**config.mk**
```make
export PLATFORM = sky130hd
export DESIGN_NAME = seq_mult
export DESIGN_NICKNAME = d
export VERILOG_FILES = /design/src/rtl/seq_mult.sv
export SDC_FILE = /design/constraint.sdc
export NUM_CORES = 1
export LEC_CHECK = 0
export BUFFER_PORTS_ARGS = -buffer_cell sky130_fd_sc_hd__buf_4
export CAP_MARGIN = 20
export CORE_ASPECT_RATIO = 1.4
export CORE_MARGIN = 1.5
export CORE_UTILIZATION = 59
export DETAILED_ROUTE_END_ITERATION = 6
export PLACE_DENSITY = 0.87
export SLEW_MARGIN = 20
export SYNTH_ARGS = -nofsm -noshare
export SYNTH_HDL_FRONTEND = slang
export SYNTH_SLANG_ARGS = --single-unit
```
**constraint.sdc**
```tcl
create_clock -name clk -period 4.22 [get_ports clk]
set_input_delay 0.211 -clock clk [delete_from_list [all_inputs] [get_ports clk]]
set_output_delay 0.211 -clock clk [all_outputs]
set_load 0.1 [all_outputs]
```
**src/rtl/seq_mult.sv**
```systemverilog
// Iterative shift-add multiplier, BITS_PER_CYCLE multiplier bits per step, unsigned or signed per operation.
// Optional SEQ_MULT_EARLY_EXIT_EN: finish as soon as the remaining multiplier magnitude is zero.
module seq_mult #(
    parameter int WIDTH          = 8,
    parameter int BITS_PER_CYCLE = 1
) (
    input  logic                 clk,
    input  logic                 rst,
    input  logic                 in_valid,
    output logic                 in_ready,
    input  logic [WIDTH-1:0]     operand_a,
    input  logic [WIDTH-1:0]     operand_b,
    input  logic                 signed_mode,
    output logic                 out_valid,
    input  logic                 out_ready,
    output logic [2*WIDTH-1:0]   result,
    output logic                 busy
);

    localparam int N     = WIDTH / BITS_PER_CYCLE;
    localparam int CNT_W = (N > 1) ? $clog2(N) : 1;
    localparam int PW    = 2 * WIDTH;

    typedef enum logic [1:0] {
        S_IDLE,
        S_BUSY,
        S_DONE
    } state_t;

    state_t r_state;
    state_t w_state_next;

    logic [PW-1:0]    r_mcand;
    logic [PW-1:0]    r_acc;
    logic [PW-1:0]    r_result;
    logic [WIDTH-1:0] r_mult;
    logic [CNT_W-1:0] r_cnt;
    logic             r_neg;

    logic [PW-1:0]    w_partial;
    logic [PW-1:0]    w_acc_next;
    logic [WIDTH-1:0] w_mult_next;
    logic [WIDTH-1:0] w_a_mag;
    logic [WIDTH-1:0] w_b_mag;
    logic             w_last;

    // Negating the most-negative value wraps back to 2^(WIDTH-1), which is the correct unsigned magnitude.
    assign w_a_mag = (signed_mode && operand_a[WIDTH-1]) ? -operand_a : operand_a;
    assign w_b_mag = (signed_mode && operand_b[WIDTH-1]) ? -operand_b : operand_b;

    // The multiplicand register is pre-shifted, so each digit's product lands at its own weight.
    assign w_partial   = r_mcand * PW'(r_mult[BITS_PER_CYCLE-1:0]);
    assign w_acc_next  = r_acc + w_partial;
    assign w_mult_next = r_mult >> BITS_PER_CYCLE;

`ifdef SEQ_MULT_EARLY_EXIT_EN
    assign w_last = (r_cnt == CNT_W'(N - 1)) || (w_mult_next == '0);
`else
    assign w_last = (r_cnt == CNT_W'(N - 1));
`endif

    always_ff @(posedge clk) begin
        if (rst) begin
            r_state <= S_IDLE;
        end else begin
            r_state <= w_state_next;
        end
    end

    always_comb begin
        w_state_next = r_state;
        case (r_state)
            S_IDLE:  if (in_valid)  w_state_next = S_BUSY;
            S_BUSY:  if (w_last)    w_state_next = S_DONE;
            S_DONE:  if (out_ready) w_state_next = S_IDLE;
            default:                w_state_next = S_IDLE;
        endcase
    end

    always_ff @(posedge clk) begin
        if (rst) begin
            r_mcand  <= '0;
            r_acc    <= '0;
            r_result <= '0;
            r_mult   <= '0;
            r_cnt    <= '0;
            r_neg    <= 1'b0;
        end else begin
            case (r_state)
                S_IDLE: begin
                    if (in_valid) begin
                        r_mcand <= PW'(w_a_mag);
                        r_mult  <= w_b_mag;
                        r_acc   <= '0;
                        r_cnt   <= '0;
                        r_neg   <= signed_mode & (operand_a[WIDTH-1] ^ operand_b[WIDTH-1]);
                    end
                end
                S_BUSY: begin
                    r_acc   <= w_acc_next;
                    r_mcand <= r_mcand << BITS_PER_CYCLE;
                    r_mult  <= w_mult_next;
                    r_cnt   <= r_cnt + CNT_W'(1);
                    if (w_last) begin
                        r_result <= r_neg ? -w_acc_next : w_acc_next;
                    end
                end
                default: ;
            endcase
        end
    end

    assign in_ready  = (r_state == S_IDLE);
    assign out_valid = (r_state == S_DONE);
    assign busy      = (r_state != S_IDLE);
    assign result    = r_result;

endmodule
```
After elaboration in Yosys (flattened, before gate mapping)

Index checks and enable logic that the tools add are counted.

Bits in registers: 62
Input port bits: 21
Output and inout bits: 19
Logic and storage cells: 45

$add $sub $neg: 5
$mul: 1
Equal/unequal tests: 6
Muxes and demuxes: 15
Bitwise logic cells: 2
Reductions and logical operators: 9

Operator list:

| cell                | number |
|---|---|
| $pmux 16 s2         | 2 |
| $mux 16             | 3 |
| $mux 8              | 3 |
| $add 16x16->16      | 1 |
| $mul 16x1->16       | 1 |
| $neg 16->16         | 1 |
| $neg 8->8           | 2 |
| $pmux 8 s2          | 1 |
| $mux 2              | 3 |
| $pmux 2 s3          | 1 |
| $pmux 3 s2          | 1 |
| $reduce_and 2->1    | 3 |
| $ne 2x2->1 const B  | 2 |
| $reduce_bool 2->1   | 2 |
| $add 3x1->3 const B | 1 |
| $eq 3x3->1 const B  | 1 |
| $mux 3              | 1 |
| $reduce_and 3->1    | 1 |
| $eq 2x1->1 const B  | 1 |
| $eq 2x2->1 const B  | 1 |
| $logic_and 1x1->1   | 2 |
| $logic_not 2->1     | 1 |
| $ne 2x1->1 const B  | 1 |
| $and 1x1->1         | 1 |
| $xor 1x1->1         | 1 |

Depth between registers and ports, before layout

Gate-level depths: netlist of run 1.

Depth in word-level cells: 4
Gate-level depth with buffers: 13
Mapped depth without buffers: 12

Worst setup path after synthesis of run 1

No wires, ideal clock.

Path kind: reg2reg
From: register r_mult[0]
To: register r_result[15], in the netlist result[15]
Setup time: 0.126 ns
Arrival time: 3.067 ns
Required time: 4.094 ns
Slack: 1.027 ns
Cell stages (with the launch flop): 13
Buffers on the path: 1
Period minus slack after synthesis: 3.193 ns
Path through: dfxtp_1 clkbuf_1 and2_1 ha_1 fa_1 a21o_1 a22o_1 a2111o_1 a21oi_1 xnor2_1 o41a_1 a221oi_2 o31ai_1

Word-level cells in the longest chain between the ends: 4

Ends and longest elaborated chain:

| what                   | RTL line | RTL |
|---|---|---|
| from (decl)            | 36       | `logic [WIDTH-1:0] r_mult;` |
| from (signal assigned) | 93       | `r_mult <= w_b_mag;` |
| from (signal assigned) | 102      | `r_mult <= w_mult_next;` |
| $mul 16x1->16 *        | 52       | `assign w_partial = r_mcand * PW'(r_mult[BITS_PER_CYCLE-1:0]);` |
| $add 16x16->16 *       | 53       | `assign w_acc_next = r_acc + w_partial;` |
| $neg 16->16            | 105      | `r_result <= r_neg ? -w_acc_next : w_acc_next;` |
| $mux 16 *              | 105      |  |
| to (signal assigned)   | 105      |  |
| to (decl)              | 35       | `logic [PW-1:0] r_result;` |

Every way passes the cells marked *; elsewhere a longest branch is shown, timed or not.
A chain may end at the register's enable or synchronous reset.

Worst setup path after layout of run 1

From: register r_mult[0]
To: register r_result[14], in the netlist result[14]

The elaborated chain is that of the path after synthesis.

==> metrics.txt, run 1 <==
Post-synth EDFFs 0; Max Fclk 279.1 MHz; CP Cell Sequence and2_1 > ha_1 > a21o_1 > a31o_1 > o211a_1 > or3_1 > a2111o_1 > nor4_1 > mux2i_1 > a211oi_2; number of global-route vias before repair 3531; met3 Use GR 0.04231; cts repair resizes 0; Final ANT Viol Nets 0; Initial Util 0.6100; power per cell area 312.5 mW/mm2; Main synth FF type dfxtp_1; Mapped Avg Cell Area 7.850 um2; # hold bufs at CTS 0; Setup Skew 0.008574 ns; Synth Warn # 0; initial antenna violation count 0; Min-Delay Path Class in -> reg; # IOs 40; register bit total from synthesis 62; htree depth 3; clk_lat worst skew 0.35 ns; Final WS setup 0.6377 ns; Seq pwr share 0.452; final WL 9.077 mm; busiest grt layer met2; CTS sink count 62; Hold WS 0.1249 ns; Pwr Total 1.359 mW; Setup Crit Path Kind reg -> reg; total number of vias 3648; Root Buffer clkbuf_8; Setup TNS 0 ns; Unique masters post-synth 51; router iterations before antenna repair 6; worst vdd ir 0.1902 mV; Clk pwr share 0.428; Wirelength per Cell 15.38 um; clk buf depth 2; gr ovfl total 0; critical path required time 4.43 ns; dpl hpwl 6.279 mm; CTS tree done; global placer's final weighted congestion 0.8799; met2 Usage GRT 0.4802; DP Area 0.004125 mm2; critical path's largest stage delay 0.60 ns; Syn Nets 528; worst-margin pin slew 0.9674 ns; port bufs 39; NetSw 0.3571 mW; Total GRT Usage 0.2719; CP max-delay cell dfxtp_1; cell family with most CP delay compound AO/OA/AOI/OAI gates; synthesized netlist cell count 486; startpoint types register; Die Wd 70.96 um; worst slack at placement 0.6988 ns; fin. max-slew vios 0; grt met1 use 0.3184; final instance area 0.004348 mm2; full die area 0.006964 mm2; post-layout min period 3.582 ns; RSZ-0062 raised after global routing false; largest net degree at the start of global routing 63; Final period util 0.8489; combinational share of power 0.120; register area share after synthesis 0.3254; Max Cap Viol 0; Nets 555; Area growth syn-to-layout 13.97%; Synth Cell Area 0.003815 mm2; Crit. End Element register; drc violations 0; WP data arrival 3.79 ns; iteration-0 DRC count of the detailed router 196; first-pass GRT wire length 15.47 mm; Synth async-reset ratio 0; Fin. Hold Viols 0; internal power 1.002 mW; core footprint 0.006254 mm2; Site Rows 34; n_diodes 0; CP bufs+invs 0; layout cells sized above 1 0.1255; post-CTS setup buffer count 0; vias per cell 6.183; final setup vio count 0; Net Sw Frac 0.2628; number of CTS-inserted buffers 9; clock edge transition at the registers on the reported setup and hold paths 0.07 ns; Slew HR 0.3535; status finished clean; Worst Path Max Fanout 17; Lkg Pwr 1.817 nW; Chip Height 98.15 um
[through the flow]
stage / util / instances
2_1_floorplan: - / 486
3_3_place_gp: 0.6597 / 574
3_5_place_dp: 0.6597 / 574
4_1_cts: 0.6953 / 590
5_1_grt: 0.6953 / 590
6_report: 0.6953 / 590
[synthesized netlist by cell type (all sizes together) (2+ instances only)]
cell / n / area (um2)
and2: 22 / 137.6
o211a: 2 / 20.02
buf: 2 / 7.510
o41ai: 3 / 33.79
nand3: 31 / 155.2
o31ai: 5 / 37.54
dfxtp: 62 / 1241
a31oi: 6 / 37.54
a211oi: 11 / 87.58
o2111ai: 3 / 26.28
xor2: 19 / 166.4
clkbuf: 24 / 90.09
a221oi: 6 / 58.80
a21o: 3 / 22.52
a2111oi: 2 / 17.52
xnor2: 11 / 96.34
ha: 20 / 250.2
mux2i: 3 / 30.03
o21ai: 11 / 55.05
o21bai: 2 / 15.01
a21oi: 53 / 265.3
and3: 5 / 31.28
a2111o: 2 / 22.52
o21a: 2 / 15.01
or3: 9 / 56.30
a311oi: 2 / 17.52
nand2: 55 / 206.5
nand2b: 5 / 31.28
a211o: 2 / 17.52
nor3: 7 / 35.03
a22oi: 18 / 135.1
o211ai: 5 / 37.54
nor2: 45 / 168.9
nor4: 3 / 18.77
inv: 11 / 41.29
o21ba: 2 / 20.02
nor2b: 2 / 12.51
[per-layer routing]
metal | up-vias | share of wire | wire length [um]
li1 | 1822 | - | -
met1 | 1671 | 0.41 | 3696
met2 | 127 | 0.51 | 4646
met3 | 28 | 0.050 | 455
met4 | 0 | 0.031 | 280
met5 | - | 0 | 0
[power groups by stage]
stage                     registers [mW]  clock network, mW  logic [mW]
after floorplan                    0.620                  0       0.118
after global placement             0.626                  0       0.156
after detailed placement           0.626                  0       0.162
after CTS                          0.613              0.587       0.162
after global routing               0.615              0.611       0.180
final                              0.614              0.582       0.163
[registers in the layout, indices dropped and copies added (netlist names)]
signal / flops
r_acc: 16
r_cnt: 3
r_mcand: 16
r_mult: 8
r_neg: 1
r_state: 2
result: 16
[worst paths after layout]
check	endpoint	slack, ns	from	cells after the start
max	result[14]	0.64	r_mult[0]	10
min	r_state[1]	0.12	out_ready	3
max reg2reg	result[14]	0.64	r_mult[0]	10
min reg2reg	result[2]	0.45	result[2]	2
[tightest hold or removal path, cell delays in order]
cell      delay (ns)
buf_4           0.07
nand2b_1        0.09
a21oi_1         0.06
[area by class of cell]
type,instances,area (um2)
multi-input cells,387,2437
fillers,519,1906
flip-flops and latches,62,1241
repair buffers,42,315.3
clock buffers,10,137.6
well taps,72,90.09
clock inverters,6,85.08
inverters,11,41.29
[cells in the final DEF, fill, tap and decap left out, types with 3 or more instances in the layout]
cell	netlist	layout
or3_1	9	9
a211oi_1	10	10
dfxtp_1	62	62
clkbuf_8	0	10
nor3_1	7	7
o21ai_0	11	11
o211ai_1	5	5
nand3_1	31	31
and2_1	21	21
a21o_1	3	3
nor4_1	3	3
ha_1	20	20
mux2i_1	3	3
nor2_1	45	45
xor2_1	19	19
a21oi_1	53	53
a31oi_1	6	6
nand2_1	55	55
xnor2_1	11	11
a221oi_1	5	5
buf_4	0	42
inv_1	11	11
o2111ai_1	3	3
a22oi_1	18	18
and3_1	5	5
nand2b_1	5	5
o31ai_1	5	5
[logic make-up (layout without fill, tap and decap cells)]
group | after synthesis | after routing | share of synthesized area
XOR/XNOR | 30 | 30 | 0.06887
multiplexers | 3 | 3 | 0.007872
buffers and inverters | 37 | 69 | 0.03641
AO/OA/AOI/OAI | 147 | 147 | 0.2630
flip-flops | 62 | 62 | 0.3254
AND/OR/NAND/NOR | 186 | 186 | 0.2276
adder cells (fa/ha/maj) | 21 | 21 | 0.07084
No activity file was read; power rests on OpenSTA's default activity.
==> inputs of run 2 (changes only) <==
==> constraint.sdc (replaced) <==
create_clock -name clk -period 3.45 [get_ports clk]
set_input_delay 0.1725 -clock clk [delete_from_list [all_inputs] [get_ports clk]]
set_output_delay 0.1725 -clock clk [all_outputs]
set_load 0.1 [all_outputs]
==> metrics.txt, run 2 (synthesis gave the netlist of run 1 again) <==
status finished clean; Max Fclk 301.3 MHz (+7.9%); Final period util 0.9622 (+0.1133); # hold bufs at CTS 0 (unchanged); Site Rows 34 (unchanged); CTS sink count 62 (unchanged); Min-Delay Path Class in -> reg; Nets 558 (+0.54%); number of CTS-inserted buffers 9 (unchanged); core footprint 0.006254 mm2 (unchanged); initial antenna violation count 0 (unchanged); Slew HR 0.3640 (+0.01050); DP Area 0.004148 mm2 (+0.55%); Setup Crit Path Kind reg -> reg; final WL 8.930 mm (-1.6%); vias per cell 6.199 (+0.26%); final instance area 0.004375 mm2 (+0.63%); worst vdd ir 0.2469 mV (+30%); worst-margin pin slew 0.9517 ns (-0.01571 ns); iteration-0 DRC count of the detailed router 205 (+4.6%); router iterations before antenna repair 6 (unchanged); Wirelength per Cell 15.08 um (-2.0%); most common cell after layout, fill and taps aside dfxtp_1; Root Buffer clkbuf_8; Final ANT Viol Nets 0 (unchanged); Fin. Hold Viols 0 (unchanged); most frequent cells in the layout dfxtp_1, nand2_1, a21oi_1, nor2_1, buf_4; clk buf depth 2 (unchanged); global placer's final weighted congestion 0.9244 (+5.1%); Lkg Pwr 1.842 nW (+1.4%); Chip Height 98.15 um (unchanged); layout cells sized above 1 0.1365 (+0.01106); Die Wd 70.96 um (unchanged); # IOs 40 (unchanged); post-layout min period 3.319 ns (-0.2629 ns); full die area 0.006964 mm2 (unchanged); post-CTS setup buffer count 0 (unchanged); n_diodes 0 (unchanged); final setup vio count 0 (unchanged); power per cell area 373.9 mW/mm2 (+20%); final core utilization 0.6997 (+0.004402); Crit. End Element register; total number of vias 3670 (+0.60%); cts repair resizes 0 (unchanged); drc violations 0 (unchanged); port bufs 39 (unchanged); number of global-route vias before repair 3395 (-3.9%); critical path required time 3.69 ns (-0.74 ns); first-pass GRT wire length 14.85 mm (-4.0%); clock edge transition at the registers on the reported setup and hold paths 0.07 ns (about the same); largest net degree at the start of global routing 63 (unchanged); startpoint types register; gr ovfl total 0 (unchanged); htree depth 3 (unchanged); fin. max-slew vios 0 (unchanged); clk_lat worst skew 0.35 ns (about the same); WP data arrival 3.55 ns (-0.24 ns); Total GRT Usage 0.2620 (-0.009945); Initial Util 0.6100 (unchanged); Setup Skew 0.006427 ns (-0.002147 ns); CTS tree done; Setup TNS 0 ns (unchanged); Worst Path Max Fanout 6 (-11); Max Cap Viol 0 (unchanged); dpl hpwl 6.306 mm (+0.43%); Area growth syn-to-layout 14.69%
run 2: cell count changes in the layout (fill, tap and decap cells not counted), sizes merged:
| cell | previous run | this run |
|---|---|---|
| clkinvlp | 2 | 0 |
| buf | 42 | 45 |
| clkinv | 2 | 3 |
run 2: cell type report:
| class | instances | area [um2] |
|---|---|---|
| multi-input cells | 387 | 2461 |
| fillers | 516 | 1878 |
| flip-flops and latches | 62 | 1242 |
| repair buffers | 45 | 337.8 |
| clock buffers | 10 | 127.6 |
| well taps | 72 | 90.09 |
| clock inverters | 5 | 75.07 |
| inverters | 11 | 41.29 |
run 2: final timing paths:
path,start,slack [ns],cells after the start,end
setup reg to reg,r_mcand[0],0.13,11,result[15]
setup / recovery,r_mcand[0],0.13,11,result[15]
hold reg to reg,result[2],0.46,2,result[2]
hold / removal,out_ready,0.09,3,r_state[1]
run 2: power breakdown:
| part | switching [mW] | internal [mW] | total, mW | leakage, nW |
|---|---|---|---|---|
| sequential | 0.0152 | 0.734 | 0.749 | 0.503 |
| combinational | 0.136 | 0.0724 | 0.208 | 1.23 |
| clock | 0.280 | 0.399 | 0.679 | 0.106 |
| total | 0.431 | 1.21 | 1.64 | 1.84 |
run 2: worst max-delay path, cell delays in order (launching register included):
cell,delay (ns)
dfxtp_1,0.32
and2_1,0.16
ha_1,0.22
fa_1,0.46
a21o_1,0.22
a22o_1,0.25
o22ai_1,0.18
xnor2_1,0.16
a2111o_1,0.54
o41a_1,0.43
a221oi_2,0.18
o31ai_1,0.09
run 2: stage by stage:
step	total power [mW]	std cells	setup slack, ns	hold slack (ns)
5_1_grt	1.697	592	-0.001698	0.1248
3_5_place_dp	0.9682	577	0.1643	0.4533
2_1_floorplan	0.9025	486	0.2566	0.3085
4_1_cts	1.638	592	0.1456	0.08586
3_3_place_gp	0.9625	577	0.2672	0.4402
6_report	1.636	592	0.1305	0.09480
run 2: layer usage:
metal  track usage  share of wire
met1        0.3022           0.42
met2        0.4651           0.51
met3       0.04644          0.042
met4        0.1161          0.025
met5             0              0
